==> src/rtl/stopwatch_pkg.sv <==
// Shared types and constants for the stopwatch sequencing controller.
// Holds the FSM state encoding, its width, default timing and a width helper.
package stopwatch_pkg;

    localparam int STATE_W = 2;

    typedef enum logic [STATE_W-1:0] {
        ST_IDLE  = 2'd0,
        ST_RUN   = 2'd1,
        ST_PAUSE = 2'd2,
        ST_DONE  = 2'd3
    } state_t;

    localparam int DEF_CLK_HZ     = 50_000_000;
    localparam int DEF_TICK_HZ    = 1;
    localparam int DEF_DEB_CYCLES = 1_000_000;

    // Bits needed to hold 0..n-1 (at least one bit).
    function automatic int cnt_width(input int n);
        return (n < 2) ? 1 : $clog2(n);
    endfunction

endpackage

==> src/rtl/btn_debounce.sv <==
// Two-flop synchroniser plus counter debouncer for one push button.
// Ports: FPGA_clock, reset (async, active-low), raw (async button),
// level (debounced), press (one-cycle pulse on debounced rising edge).
module btn_debounce
    import stopwatch_pkg::*;
#(
    parameter int DEB_CYCLES = DEF_DEB_CYCLES
) (
    input  logic FPGA_clock,
    input  logic reset,
    input  logic raw,
    output logic level,
    output logic press
);

    localparam int CW = cnt_width(DEB_CYCLES);
    localparam logic [CW-1:0] LAST = CW'(DEB_CYCLES - 1);

    logic          sync1;
    logic          sync2;
    logic [CW-1:0] cnt;

    // Level flips on the DEB_CYCLES-th consecutive differing sample.
    always_ff @(posedge FPGA_clock or negedge reset) begin
        if (!reset) begin
            sync1 <= 1'b0;
            sync2 <= 1'b0;
            cnt   <= '0;
            level <= 1'b0;
            press <= 1'b0;
        end else begin
            sync1 <= raw;
            sync2 <= sync1;
            press <= 1'b0;
            if (sync2 == level) begin
                cnt <= '0;
            end else if (cnt == LAST) begin
                cnt   <= '0;
                level <= sync2;
                press <= sync2;
            end else begin
                cnt <= cnt + 1'b1;
            end
        end
    end

endmodule

==> src/rtl/stopwatch_ctrl.sv <==
// Stopwatch sequencer: debounced buttons, tick divider and run/pause/lap/alarm FSM.
// Ports: FPGA_clock, reset, btn_start/lap/dir, cnt_val in; tick_en, cnt_clr,
// up_down, lap_hold, state, alarm out (all registered).
module stopwatch_ctrl
    import stopwatch_pkg::*;
#(
    parameter int CLK_HZ     = DEF_CLK_HZ,
    parameter int TICK_HZ    = DEF_TICK_HZ,
    parameter int DEB_CYCLES = DEF_DEB_CYCLES
) (
    input  logic               FPGA_clock,
    input  logic               reset,
    input  logic               btn_start,
    input  logic               btn_lap,
    input  logic               btn_dir,
    input  logic [3:0]         cnt_val,
    output logic               tick_en,
    output logic               cnt_clr,
    output logic               up_down,
    output logic               lap_hold,
    output logic [STATE_W-1:0] state,
    output logic               alarm
);

    localparam int DIV = CLK_HZ / TICK_HZ;
    localparam int DW  = cnt_width(DIV);
    localparam logic [DW-1:0] DIV_LAST = DW'(DIV - 1);

    logic [2:0] unused_levels;
    logic       p_start;
    logic       p_lap;
    logic       p_dir;

    btn_debounce #(.DEB_CYCLES(DEB_CYCLES)) u_deb_start (
        .FPGA_clock (FPGA_clock),
        .reset      (reset),
        .raw        (btn_start),
        .level      (unused_levels[0]),
        .press      (p_start)
    );

    btn_debounce #(.DEB_CYCLES(DEB_CYCLES)) u_deb_lap (
        .FPGA_clock (FPGA_clock),
        .reset      (reset),
        .raw        (btn_lap),
        .level      (unused_levels[1]),
        .press      (p_lap)
    );

    btn_debounce #(.DEB_CYCLES(DEB_CYCLES)) u_deb_dir (
        .FPGA_clock (FPGA_clock),
        .reset      (reset),
        .raw        (btn_dir),
        .level      (unused_levels[2]),
        .press      (p_dir)
    );

    state_t        st_q, st_d;
    logic [DW-1:0] div_q, div_d;
    logic          tick_q, tick_d;
    logic          clr_q, clr_d;
    logic          up_q, up_d;
    logic          lap_q, lap_d;
    logic          alarm_q, alarm_d;

    logic ev_start;
    logic ev_lap;
    logic wrap;
    logic term;

    // Start beats lap when both arrive together.
    assign ev_start = p_start;
    assign ev_lap   = p_lap & ~p_start;
    assign wrap     = (div_q == DIV_LAST);
    assign term     = wrap & ~up_q & (cnt_val == 4'd0);

    always_ff @(posedge FPGA_clock or negedge reset) begin
        if (!reset) begin
            st_q    <= ST_IDLE;
            div_q   <= '0;
            tick_q  <= 1'b0;
            clr_q   <= 1'b0;
            up_q    <= 1'b1;
            lap_q   <= 1'b0;
            alarm_q <= 1'b0;
        end else begin
            st_q    <= st_d;
            div_q   <= div_d;
            tick_q  <= tick_d;
            clr_q   <= clr_d;
            up_q    <= up_d;
            lap_q   <= lap_d;
            alarm_q <= alarm_d;
        end
    end

    always_comb begin
        st_d    = st_q;
        div_d   = div_q;
        tick_d  = 1'b0;
        clr_d   = 1'b0;
        up_d    = up_q;
        lap_d   = lap_q;
        alarm_d = alarm_q;
        unique case (st_q)
            ST_IDLE: begin
                if (ev_start) st_d = ST_RUN;
                if (p_dir)    up_d = ~up_q;
            end
            ST_RUN: begin
                div_d = wrap ? '0 : div_q + 1'b1;
                // Countdown hit zero: swallow the tick and raise the alarm.
                if (term) begin
                    st_d    = ST_DONE;
                    alarm_d = 1'b1;
                end else begin
                    tick_d = wrap;
                    if (ev_start)    st_d  = ST_PAUSE;
                    else if (ev_lap) lap_d = ~lap_q;
                end
            end
            ST_PAUSE: begin
                if (ev_start) begin
                    st_d = ST_RUN;
                end else if (ev_lap) begin
                    st_d  = ST_IDLE;
                    clr_d = 1'b1;
                    div_d = '0;
                    lap_d = 1'b0;
                end
                if (p_dir) up_d = ~up_q;
            end
            ST_DONE: begin
                if (ev_start | ev_lap) begin
                    st_d    = ST_IDLE;
                    clr_d   = 1'b1;
                    div_d   = '0;
                    lap_d   = 1'b0;
                    alarm_d = 1'b0;
                end
            end
            default: st_d = ST_IDLE;
        endcase
    end

    assign tick_en  = tick_q;
    assign cnt_clr  = clr_q;
    assign up_down  = up_q;
    assign lap_hold = lap_q;
    assign state    = st_q;
    assign alarm    = alarm_q;

endmodule

==> config.mk <==
export PLATFORM = sky130hd
export DESIGN_NAME = stopwatch_ctrl
export DESIGN_NICKNAME = d
export VERILOG_FILES = /design/src/rtl/stopwatch_pkg.sv /design/src/rtl/btn_debounce.sv /design/src/rtl/stopwatch_ctrl.sv
export SDC_FILE = /design/constraint.sdc
export NUM_CORES = 1
export LEC_CHECK = 0
export ABC_AREA = 1
export BUFFER_PORTS_ARGS = -buffer_cell sky130_fd_sc_hd__buf_2
export CORE_AREA = 2 2 149 151
export CTS_BUF_LIST = sky130_fd_sc_hd__clkbuf_4
export DETAILED_ROUTE_END_ITERATION = 12
export DIE_AREA = 0 0 151 153
export PLACE_DENSITY = 0.49
export SETUP_SLACK_MARGIN = 0.02
export SYNTH_ARGS = -nofsm -noshare
export SYNTH_HDL_FRONTEND = slang
export SYNTH_HIERARCHICAL = 1
export SYNTH_SLANG_ARGS = --single-unit
==> constraint.sdc <==
create_clock -name FPGA_clock -period 4.5 [get_ports FPGA_clock]
set_input_delay 0.225 -clock FPGA_clock [delete_from_list [all_inputs] [get_ports FPGA_clock]]
set_output_delay 0.225 -clock FPGA_clock [all_outputs]
set_load 0.1 [all_outputs]
==> metrics.csv, run 1 <==
stage,metric,value,unit
cts,clkSlewWorstSetupHoldPaths,200,ps
placement,pre_cts_ws,2600,ps
cells_and_area,finalNetCount,864,
global_route,grt_usage,13.9,%
cells_and_area,fin_cells,1137,
cells_and_area,post-route-util,32.6,%
global_route,met2_usage,22.0,%
timing,tns,0,ps
timing,worst_slack,2590,ps
timing,rsz0062_at_grt,no,
timing,worst_pin_slew,677,ps
critical_path,criticalPathCategory,register to register,
timing,period_needed,1910,ps
critical_path,cpMaxStageDelayCell,dfrtp_1,
hold_path,hp-start,cnt_val[1],
critical_path,crit_fanout,23,
cts,cts_tree,done,
cts,post_cts_buffers,0,
global_route,grt_first_pass_wirelength,25400,um
logic_synthesis,synth_nets,836,
critical_path,regToRegStartpoint,state[1]$_DFFE_PN0P_,
logic_synthesis,ys.flop_type,dfrtp_1,
critical_path,critical-path-max-stage-delay,480,ps
cts,clockBufferDepth,2,
hold_path,holdCritPathClass,input pin to register,
cts,cts-htree-levels,3,
die,start_util,29.7,%
logic_synthesis,postSynthAreaPerCell,7.76,um2
detailed_routing,drt_iter0_drc,310,
detailed_routing,wl_per_cell,13.1,um
global_route,grt_start_max_net_pins,49,
cts,clock_latency,510,ps
die,die_w,151,um
critical_path,crit_chain,"inv_1, nand2_1, nand2_2, nand3_2, nor2_2, nand2_1, nand2_1, nand2_1, nor2_1",
critical_path,startpoint,state[1]$_DFFE_PN0P_,
global_route,met1_usage,19.5,%
cts,cts.sinks,105,
critical_path,cpMostUsedCell,nand2_1,
cells_and_area,drive_above_1_share,17.4,%
timing,finalHoldViolations,0,
placement,port_buffers,15,
logic_synthesis,yosysUniqueCellTypes,34,
logic_synthesis,synth-seq-cells,105,
timing,finalSetupViolations,0,
placement,postPlaceCellArea,6810,um2
timing,maxSlewHeadroom,54.9,%
logic_synthesis,syn_inst,823,
timing,fin_crit_sh,42.5,%
cts,cts_resized,0,
cells_and_area,n_fill_cell,2357,
logic_synthesis,synth_area,6390,um2
placement,hpwl,11300,um
pwr,p_total,1.55,mW
timing,whs,143,ps
detailed_routing,antenna_left,0,
cells_and_area,syn_to_final_growth,9.79,%
global_route,busiest_layer,met2,
placement,place_inst,1116,
global_route,grt_pass1_vias,4944,
cells_and_area,regArea,2630,um2
placement,place_congestion,0.827,
run,maxCapViolCount,0,
cts,cts_hold_buf,4,
critical_path,crit_path_start_kind,register,
timing,slew_violations,0,
logic_synthesis,yosysSeqAreaShare,41.1,%
global_route,grt_use_met3,2.81,%
die,io_pins,16,
die,design.die.area,23100,um2
timing,max_freq,522,MHz
logic_synthesis,synth_warnings,6,
cells_and_area,multiInputGateArea,3390,um2
die,die_y,153,um
cts,root_buffer,clkbuf_4,
die,row_count,54,
cells_and_area,final_area,7010,um2
critical_path,end_kind,register,
detailed_routing,first_pass_iters,5,
detailed_routing,wl,14800,um
pwr,leakage,3.25,nW
die,core,21500,um2
global_route,overflow,0,
cts,cts_buffers,9,
critical_path,cp.arrival,2380,ps
timing,skew,34.3,ps
detailed_routing,dr_total_vias,5110,
status,status,finished clean,
critical_path,cp_data_required_time,4970,ps
logic_synthesis,synth-edff-count,0,
global_route,antenna_found_initial,1,
pwr,ir_drop,120,uV
detailed_routing,avgViaCountPerCell,4.49,
pwr,p_per_area,222,nW/um2
logic_synthesis,async_flop_share,100,%
detailed_routing,drc,0,
-- synthesized netlist by cell type (all sizes together) (2+ instances only) --
| master | count | area (um2) |
|---|---|---|
| nor3 | 24 | 135 |
| buf | 3 | 17.5 |
| nand3b | 7 | 90.1 |
| inv | 93 | 349 |
| nand3 | 82 | 470 |
| a21oi | 14 | 70.1 |
| xnor2 | 12 | 105 |
| xor2 | 28 | 268 |
| dfrtp | 104 | 2600 |
| nand4 | 23 | 144 |
| nand2 | 206 | 903 |
| ha | 4 | 50.1 |
| o21ai | 20 | 100 |
| nor4 | 2 | 12.5 |
| nor2 | 190 | 965 |
| o21bai | 6 | 56.3 |
-- worst paths after layout --
kind | endpoint | slack (ps) | depth (start not counted)
max in group asynchronous | up_down$_DFFE_PN1P_ | 3340 | 3
min in group asynchronous | div_q[21]$_DFFE_PN0P_ | 250 | 2
min reg2reg | u_deb_start/sync2$_DFF_PN0_ | 380 | 0
max reg2reg | div_q[22]$_DFFE_PN0P_ | 2590 | 9
min | state[0]$_DFFE_PN0P_ | 140 | 4
max | div_q[22]$_DFFE_PN0P_ | 2590 | 9
-- layer usage --
layer | wire length [um] | vias up
li1 | - | 2672
met1 | 7400 | 2365
met5 | 0 | -
met4 | 144 | 0
met2 | 6880 | 66
met3 | 411 | 7
-- cell type report --
type	count	area share [%]
diodes	1	0.0357
repair buffers	21	1.89
clock inverters	7	1.34
clock buffers	9	0.963
multi-input cells	621	48.3
inverters	93	4.98
well taps	280	4.99
flip-flops and latches	105	37.5
-- worst max-delay path, delay by kind of cell (launching register included) --
| family | cells | cell delay [ps] |
|---|---|---|
| simple gates | 8 | 1070 |
| buf+inv | 1 | 330 |
| flops | 1 | 480 |
-- state kept, by name, summed over array words and instances, names as in the netlist, 2 cells and up --
name             flops
state                2
u_deb_dir/cnt       20
u_deb_start/cnt     20
div_q               26
u_deb_lap/cnt       20
-- power breakdown --
group | switching (mW) | leakage (nW) | internal (mW)
registers | 0.00679 | 1.43 | 0.954
logic | 0.0416 | 1.74 | 0.0160
clock network | 0.394 | 0.0841 | 0.142
-- layout by cell type (no fill, tap or decap), types with 4 or more instances in the layout --
cell / n
nor2_1: 146
dfrtp_1: 104
o21ai_0: 13
nor3_1: 21
nand3b_1: 4
a21oi_1: 14
inv_2: 13
xnor2_1: 12
o21ai_1: 7
nand3_2: 12
inv_1: 80
nand2_4: 9
nor2_4: 20
clkbuf_4: 9
xor2_1: 25
nand2_1: 172
buf_2: 14
nand4_1: 23
nand2_2: 25
dlygate4sd3_1: 4
ha_1: 4
nand3_1: 70
nor2_2: 21
-- cells by family after synthesis --
kind of cell             after synthesis  share of synthesized area (%)
buffers and inverters                 97                           5.80
flip-flops                           105                           41.1
AO/OA/AOI/OAI                         42                           3.76
XOR/XNOR                              40                           5.84
AND/OR/NAND/NOR                      535                           42.7
adder cells (fa/ha/maj)                4                          0.783
(Power assumes the default switching activity.)
==> inputs of run 2 (changes only) <==
==> constraint.sdc (replaced) <==
create_clock -name FPGA_clock -period 1.8 [get_ports FPGA_clock]
set_input_delay 0.09 -clock FPGA_clock [delete_from_list [all_inputs] [get_ports FPGA_clock]]
set_output_delay 0.09 -clock FPGA_clock [all_outputs]
set_load 0.1 [all_outputs]
==> run 2 against run 1 <==
Against the previous run:
- clock power grew 140%
- sequential cell count did not move
- sequential power rose by 150%
- clock-buffer cell count unchanged
==> metrics.csv, run 2 (synthesis results as in run 1) <==
stage,metric,value,unit
status,status,finished clean,
timing,finalHoldViolations,0,
die,die_y,153,um
detailed_routing,wl_per_cell,12.8,um
critical_path,crit_fanout,4,
hold_path,holdCritPathClass,input pin to async pin,
timing,worst_pin_slew,532,ps
detailed_routing,wl_met2,6860,um
die,design.die.area,23100,um2
placement,place_congestion,0.869,
run,maxCapViolCount,0,
die,die_w,151,um
timing,period_needed,1660,ps
critical_path,criticalPathCategory,register to register,
cells_and_area,largest_register_ffs,26,
pwr,p_per_area,537,nW/um2
detailed_routing,first_pass_iters,4,
pwr,leakage,3.30,nW
timing,slew_violations,0,
global_route,antenna_found_initial,1,
timing,worst_slack,136,ps
cells_and_area,syn_to_final_growth,11.7,%
critical_path,cp.arrival,2070,ps
pwr,ir_drop,380,uV
detailed_routing,routed.top_layer,met4,
timing,rsz0062_at_grt,no,
placement,port_buffers,15,
detailed_routing,wl,14700,um
cts,cts.sinks,105,
detailed_routing,avgViaCountPerCell,4.49,
global_route,grt_pass1_vias,4982,
critical_path,crit_path_start_kind,register,
timing,tns,0,ps
cts,cts_tree,done,
placement,pre_cts_ws,101,ps
detailed_routing,drc,0,
critical_path,end_kind,register,
global_route,grt_usage,13.6,%
cells_and_area,largest-register,div_q,
timing,fin_crit_sh,92.4,%
die,io_pins,16,
global_route,grt_first_pass_wirelength,25100,um
cts,cts_buffers,9,
cts,clkSlewWorstSetupHoldPaths,190,ps
global_route,grt_start_max_net_pins,35,
placement,hpwl,11400,um
cts,root_buffer,clkbuf_4,
die,core,21500,um2
timing,max_freq,601,MHz
cts,clockBufferDepth,2,
cells_and_area,finalNetCount,877,
critical_path,cp_data_required_time,2210,ps
detailed_routing,drt_iter0_drc,297,
detailed_routing,antenna_left,0,
die,row_count,54,
detailed_routing,met1Wirelength,7140,um
global_route,overflow,0,
die,start_util,29.7,%
cells_and_area,layout_commonest_cell,nand2_1,
timing,finalSetupViolations,0,
detailed_routing,route.met3.wl,436,um
cells_and_area,drive_above_1_share,19.0,%
timing,maxSlewHeadroom,64.3,%
cts,cts-htree-levels,3,
timing,skew,25.0,ps
detailed_routing,dr_total_vias,5158,
cells_and_area,layout_common_cells,"nand2_1, nor2_1, dfrtp_1",
cts,clock_latency,500,ps
cells_and_area,n_fill_cell,2290,
[run 2: routing by layer]
metal,up-vias,GRT usage (%)
met1,2356,18.5
li1,2716,-
met3,20,3.07
met5,-,0
met4,0,4.01
met2,66,21.7
[run 2: worst paths after layout]
kind                                               endpoint  slack (ps)                        start  cells after the start
max in group asynchronous              div_q[9]$_DFFE_PN0P_        1150                        reset                      3
min in group FPGA_clock                state[0]$_DFFE_PN0P_         120                   cnt_val[3]                      6
worst min register to register  u_deb_start/sync2$_DFF_PN0_         370  u_deb_start/sync1$_DFF_PN0_                      0
worst min-delay path             u_deb_lap/cnt[0]$_DFF_PN0_          60                        reset                      2
worst max register to register        div_q[18]$_DFFE_PN0P_         140         div_q[1]$_DFFE_PN0P_                      8
worst max-delay path                  div_q[18]$_DFFE_PN0P_         140         div_q[1]$_DFFE_PN0P_                      8
[run 2: what timing repair did]
item | in CTS | in global routing
buffers inserted | 0 | 2
resized for setup | 0 | 5
hold buffers | 5 | 0
endpoints found under the setup margin | 0 | 16
hold endpoints to repair | 110 | 0
[run 2: cell type report]
cell class / count / area, um2 / share of cell area, %
clock inverters: 7 / 78.8 / 1.10
multi-input cells: 621 / 3410 / 47.8
clock buffers: 9 / 67.6 / 0.947
well taps: 280 / 350 / 4.91
flip-flops and latches: 105 / 2630 / 36.9
inverters: 93 / 352 / 4.93
repair buffers: 34 / 245 / 3.44
diodes: 1 / 2.50 / 0.0351
[run 2: power by group]
group | internal [mW] | switching, mW | total [mW]
Clock | 0.330 | 0.948 | 1.28
Sequential | 2.38 | 0.0166 | 2.40
Combinational | 0.0472 | 0.105 | 0.152
Total | 2.76 | 1.07 | 3.83
[run 2: worst max-delay path, cell delays in order (launching register included)]
cell     delay (ps)
dfrtp_1         390
ha_2            200
nand2_2         100
nor2_4          150
nand2_2          80
nor2_2          160
nand3_1         180
xor2_1          180
o21ai_0         150
[run 2: metrics by stage]
| step | hold WS (ps) | utilization [%] | power [mW] | area [um2] | instances |
|---|---|---|---|---|---|
| 2_1_floorplan | -206 | - | 2.50 | 6390 | 823 |
| 3_3_place_gp | 63.9 | 32.1 | 2.60 | 6900 | 1126 |
| 3_5_place_dp | 58.8 | 32.1 | 2.60 | 6900 | 1126 |
| 4_1_cts | 18.2 | 33.0 | 3.93 | 7100 | 1147 |
| 5_1_grt | 26.6 | 33.2 | 4.04 | 7130 | 1150 |
| 6_report | 63.8 | 33.2 | 3.83 | 7130 | 1150 |
==> inputs of run 3 (changes only) <==
==> constraint.sdc (replaced) <==
create_clock -name FPGA_clock -period 1.8 [get_ports FPGA_clock]
set_input_delay 0.18 -clock FPGA_clock [delete_from_list [all_inputs] [get_ports FPGA_clock]]
set_output_delay 0.18 -clock FPGA_clock [all_outputs]
set_load 0.1 [all_outputs]
==> run 3 against run 2 <==
Against the previous run:
- global-route usage is essentially flat
- clock power about the same
- setup slack gained 11 ps
- first-iteration DRC count shrank 0.67%
- hold slack better by 38 ps
==> metrics.csv, run 3 (synthesis results as in run 1) <==
stage,metric,value,unit
hold_path,holdCritPathClass,input pin to register,
cts,cts-htree-levels,3,
detailed_routing,wl_per_cell,12.7,um
die,core,21500,um2
timing,tns,0,ps
detailed_routing,drt_iter0_drc,295,
cells_and_area,fin_cells,1149,
placement,port_buffers,15,
critical_path,crit_fanout,7,
cts,clockBufferDepth,2,
critical_path,cpMaxStageDelayCell,dfrtp_1,
global_route,grt_pass1_vias,5058,
critical_path,cp.arrival,2040,ps
critical_path,criticalPathCategory,register to register,
timing,period_needed,1650,ps
placement,hpwl,11200,um
cells_and_area,largest_register_ffs,26,
timing,finalHoldViolations,0,
critical_path,reg2reg_depth,10,
timing,rsz0062_at_grt,no,
critical_path,reg2reg_setup_slack,150,ps
global_route,grt_start_max_net_pins,38,
cells_and_area,finalNetCount,876,
timing,worst_pin_slew,546,ps
timing,fin_crit_sh,91.8,%
pwr,p_per_area,535,nW/um2
cells_and_area,drive_above_1_share,18.9,%
critical_path,regToRegStartpoint,div_q[1]$_DFFE_PN0P_,
global_route,antenna_found_initial,1,
global_route,overflow,0,
pwr,leakage,3.30,nW
critical_path,critical-path-max-stage-delay,450,ps
die,design.die.area,23100,um2
die,row_count,54,
cts,cts_tree,done,
die,start_util,29.7,%
cts,clock_latency,510,ps
detailed_routing,drc,0,
timing,finalSetupViolations,0,
cells_and_area,layout_commonest_cell,nand2_1,
cells_and_area,layout_common_cells,"nand2_1, nor2_1, dfrtp_1",
critical_path,r2r-end,div_q[3]$_DFFE_PN0P_,
timing,slew_violations,0,
timing,maxSlewHeadroom,63.3,%
hold_path,holdPathStages,4,
placement,place_inst,1128,
detailed_routing,antenna_left,0,
critical_path,end_kind,register,
detailed_routing,dr_total_vias,5124,
detailed_routing,wl,14600,um
critical_path,critical_path_buf_inv_count,1,
critical_path,crit_family,simple AND/OR/NAND/NOR gates,
timing,whs,102,ps
status,status,finished clean,
critical_path,startpoint,div_q[1]$_DFFE_PN0P_,
cells_and_area,syn_to_final_growth,11.4,%
critical_path,cpMostUsedCell,nand2_1,
cts,root_buffer,clkbuf_4,
pwr,ir_drop,305,uV
die,die_y,153,um
timing,skew,28.1,ps
cells_and_area,largest-register,div_q,
critical_path,cp_data_required_time,2190,ps
detailed_routing,avgViaCountPerCell,4.46,
cts,cts.sinks,105,
hold_path,min_to,state[0]$_DFFE_PN0P_,
cts,clkSlewWorstSetupHoldPaths,170,ps
cts,cts_buffers,9,
timing,max_freq,605,MHz
global_route,grt_usage,13.6,%
detailed_routing,first_pass_iters,5,
cts,post_cts_buffers,0,
die,io_pins,16,
die,die_w,151,um
critical_path,crit_path_start_kind,register,
critical_path,crit_chain,"ha_4, nand2_2, nor2_4, nand2_1, nor2_2, nand2_1, nand2_1, nand2_2, inv_4, nor3_1",
run,maxCapViolCount,0,
global_route,grt_first_pass_wirelength,25200,um
placement,place_congestion,0.852,
hold_path,hp-start,cnt_val[1],
run 3: repair_timing:
| action | 4_1_cts | 5_1_grt |
|---|---|---|
| gates resized for setup | 1 | 4 |
| setup endpoints to repair | 1 | 9 |
| hold buffers | 4 | 0 |
| endpoints found under the hold margin | 107 | 0 |
run 3: worst max path at each step:
| stage | to | slack [ps] | depth (start not counted) |
|---|---|---|---|
| detailed placement | div_q[3]$_DFFE_PN0P_ | 90 | 10 |
| floorplan | div_q[17]$_DFFE_PN0P_ | 170 | 8 |
| global route | div_q[3]$_DFFE_PN0P_ | 30 | 10 |
| CTS | div_q[3]$_DFFE_PN0P_ | 80 | 10 |
| global placement | div_q[3]$_DFFE_PN0P_ | 130 | 10 |
| finish | div_q[3]$_DFFE_PN0P_ | 150 | 10 |
run 3: worst register-to-register path: cells and delay by family, from the launching register on:
| family | cells | cell delay [ps] |
|---|---|---|
| adders and majority gates | 1 | 170 |
| buffers and inverters | 1 | 120 |
| DFF | 1 | 450 |
| and+or+nand+nor | 8 | 820 |
run 3: through the flow:
| stage | power [mW] | worst slack (ps) | util [%] | instance area (um2) |
|---|---|---|---|---|
| 6_report | 3.81 | 147 | 33.1 | 7120 |
| 5_1_grt | 4.03 | 28.9 | 33.1 | 7120 |
| 4_1_cts | 3.91 | 78.0 | 33.0 | 7100 |
| 3_5_place_dp | 2.60 | 94.6 | 32.2 | 6920 |
| 3_3_place_gp | 2.60 | 130 | 32.2 | 6920 |
| 2_1_floorplan | 2.50 | 169 | - | 6390 |
run 3: area by class of cell:
cell class,count,area (um2)
well taps,280,350
fillers,2344,14400
diodes,1,2.50
multi-input cells,621,3400
repair buffers,33,238
flip-flops and latches,105,2630
inverters,93,352
clock inverters,7,73.8
clock buffers,9,67.6
run 3: power by group:
group	switching (mW)	internal (mW)
Sequential	0.0173	2.38
Clock	0.930	0.328
Combinational	0.104	0.0473
Total	1.05	2.76
run 3: routing by layer:
metal | up-vias | part of all wire (%) | global-route usage (%)
met1 | 2364 | 48 | 18.3
met3 | 9 | 3.2 | 2.45
met5 | - | 0 | 0
met4 | 0 | 0.96 | 3.47
li1 | 2695 | - | -
met2 | 56 | 48 | 22.6
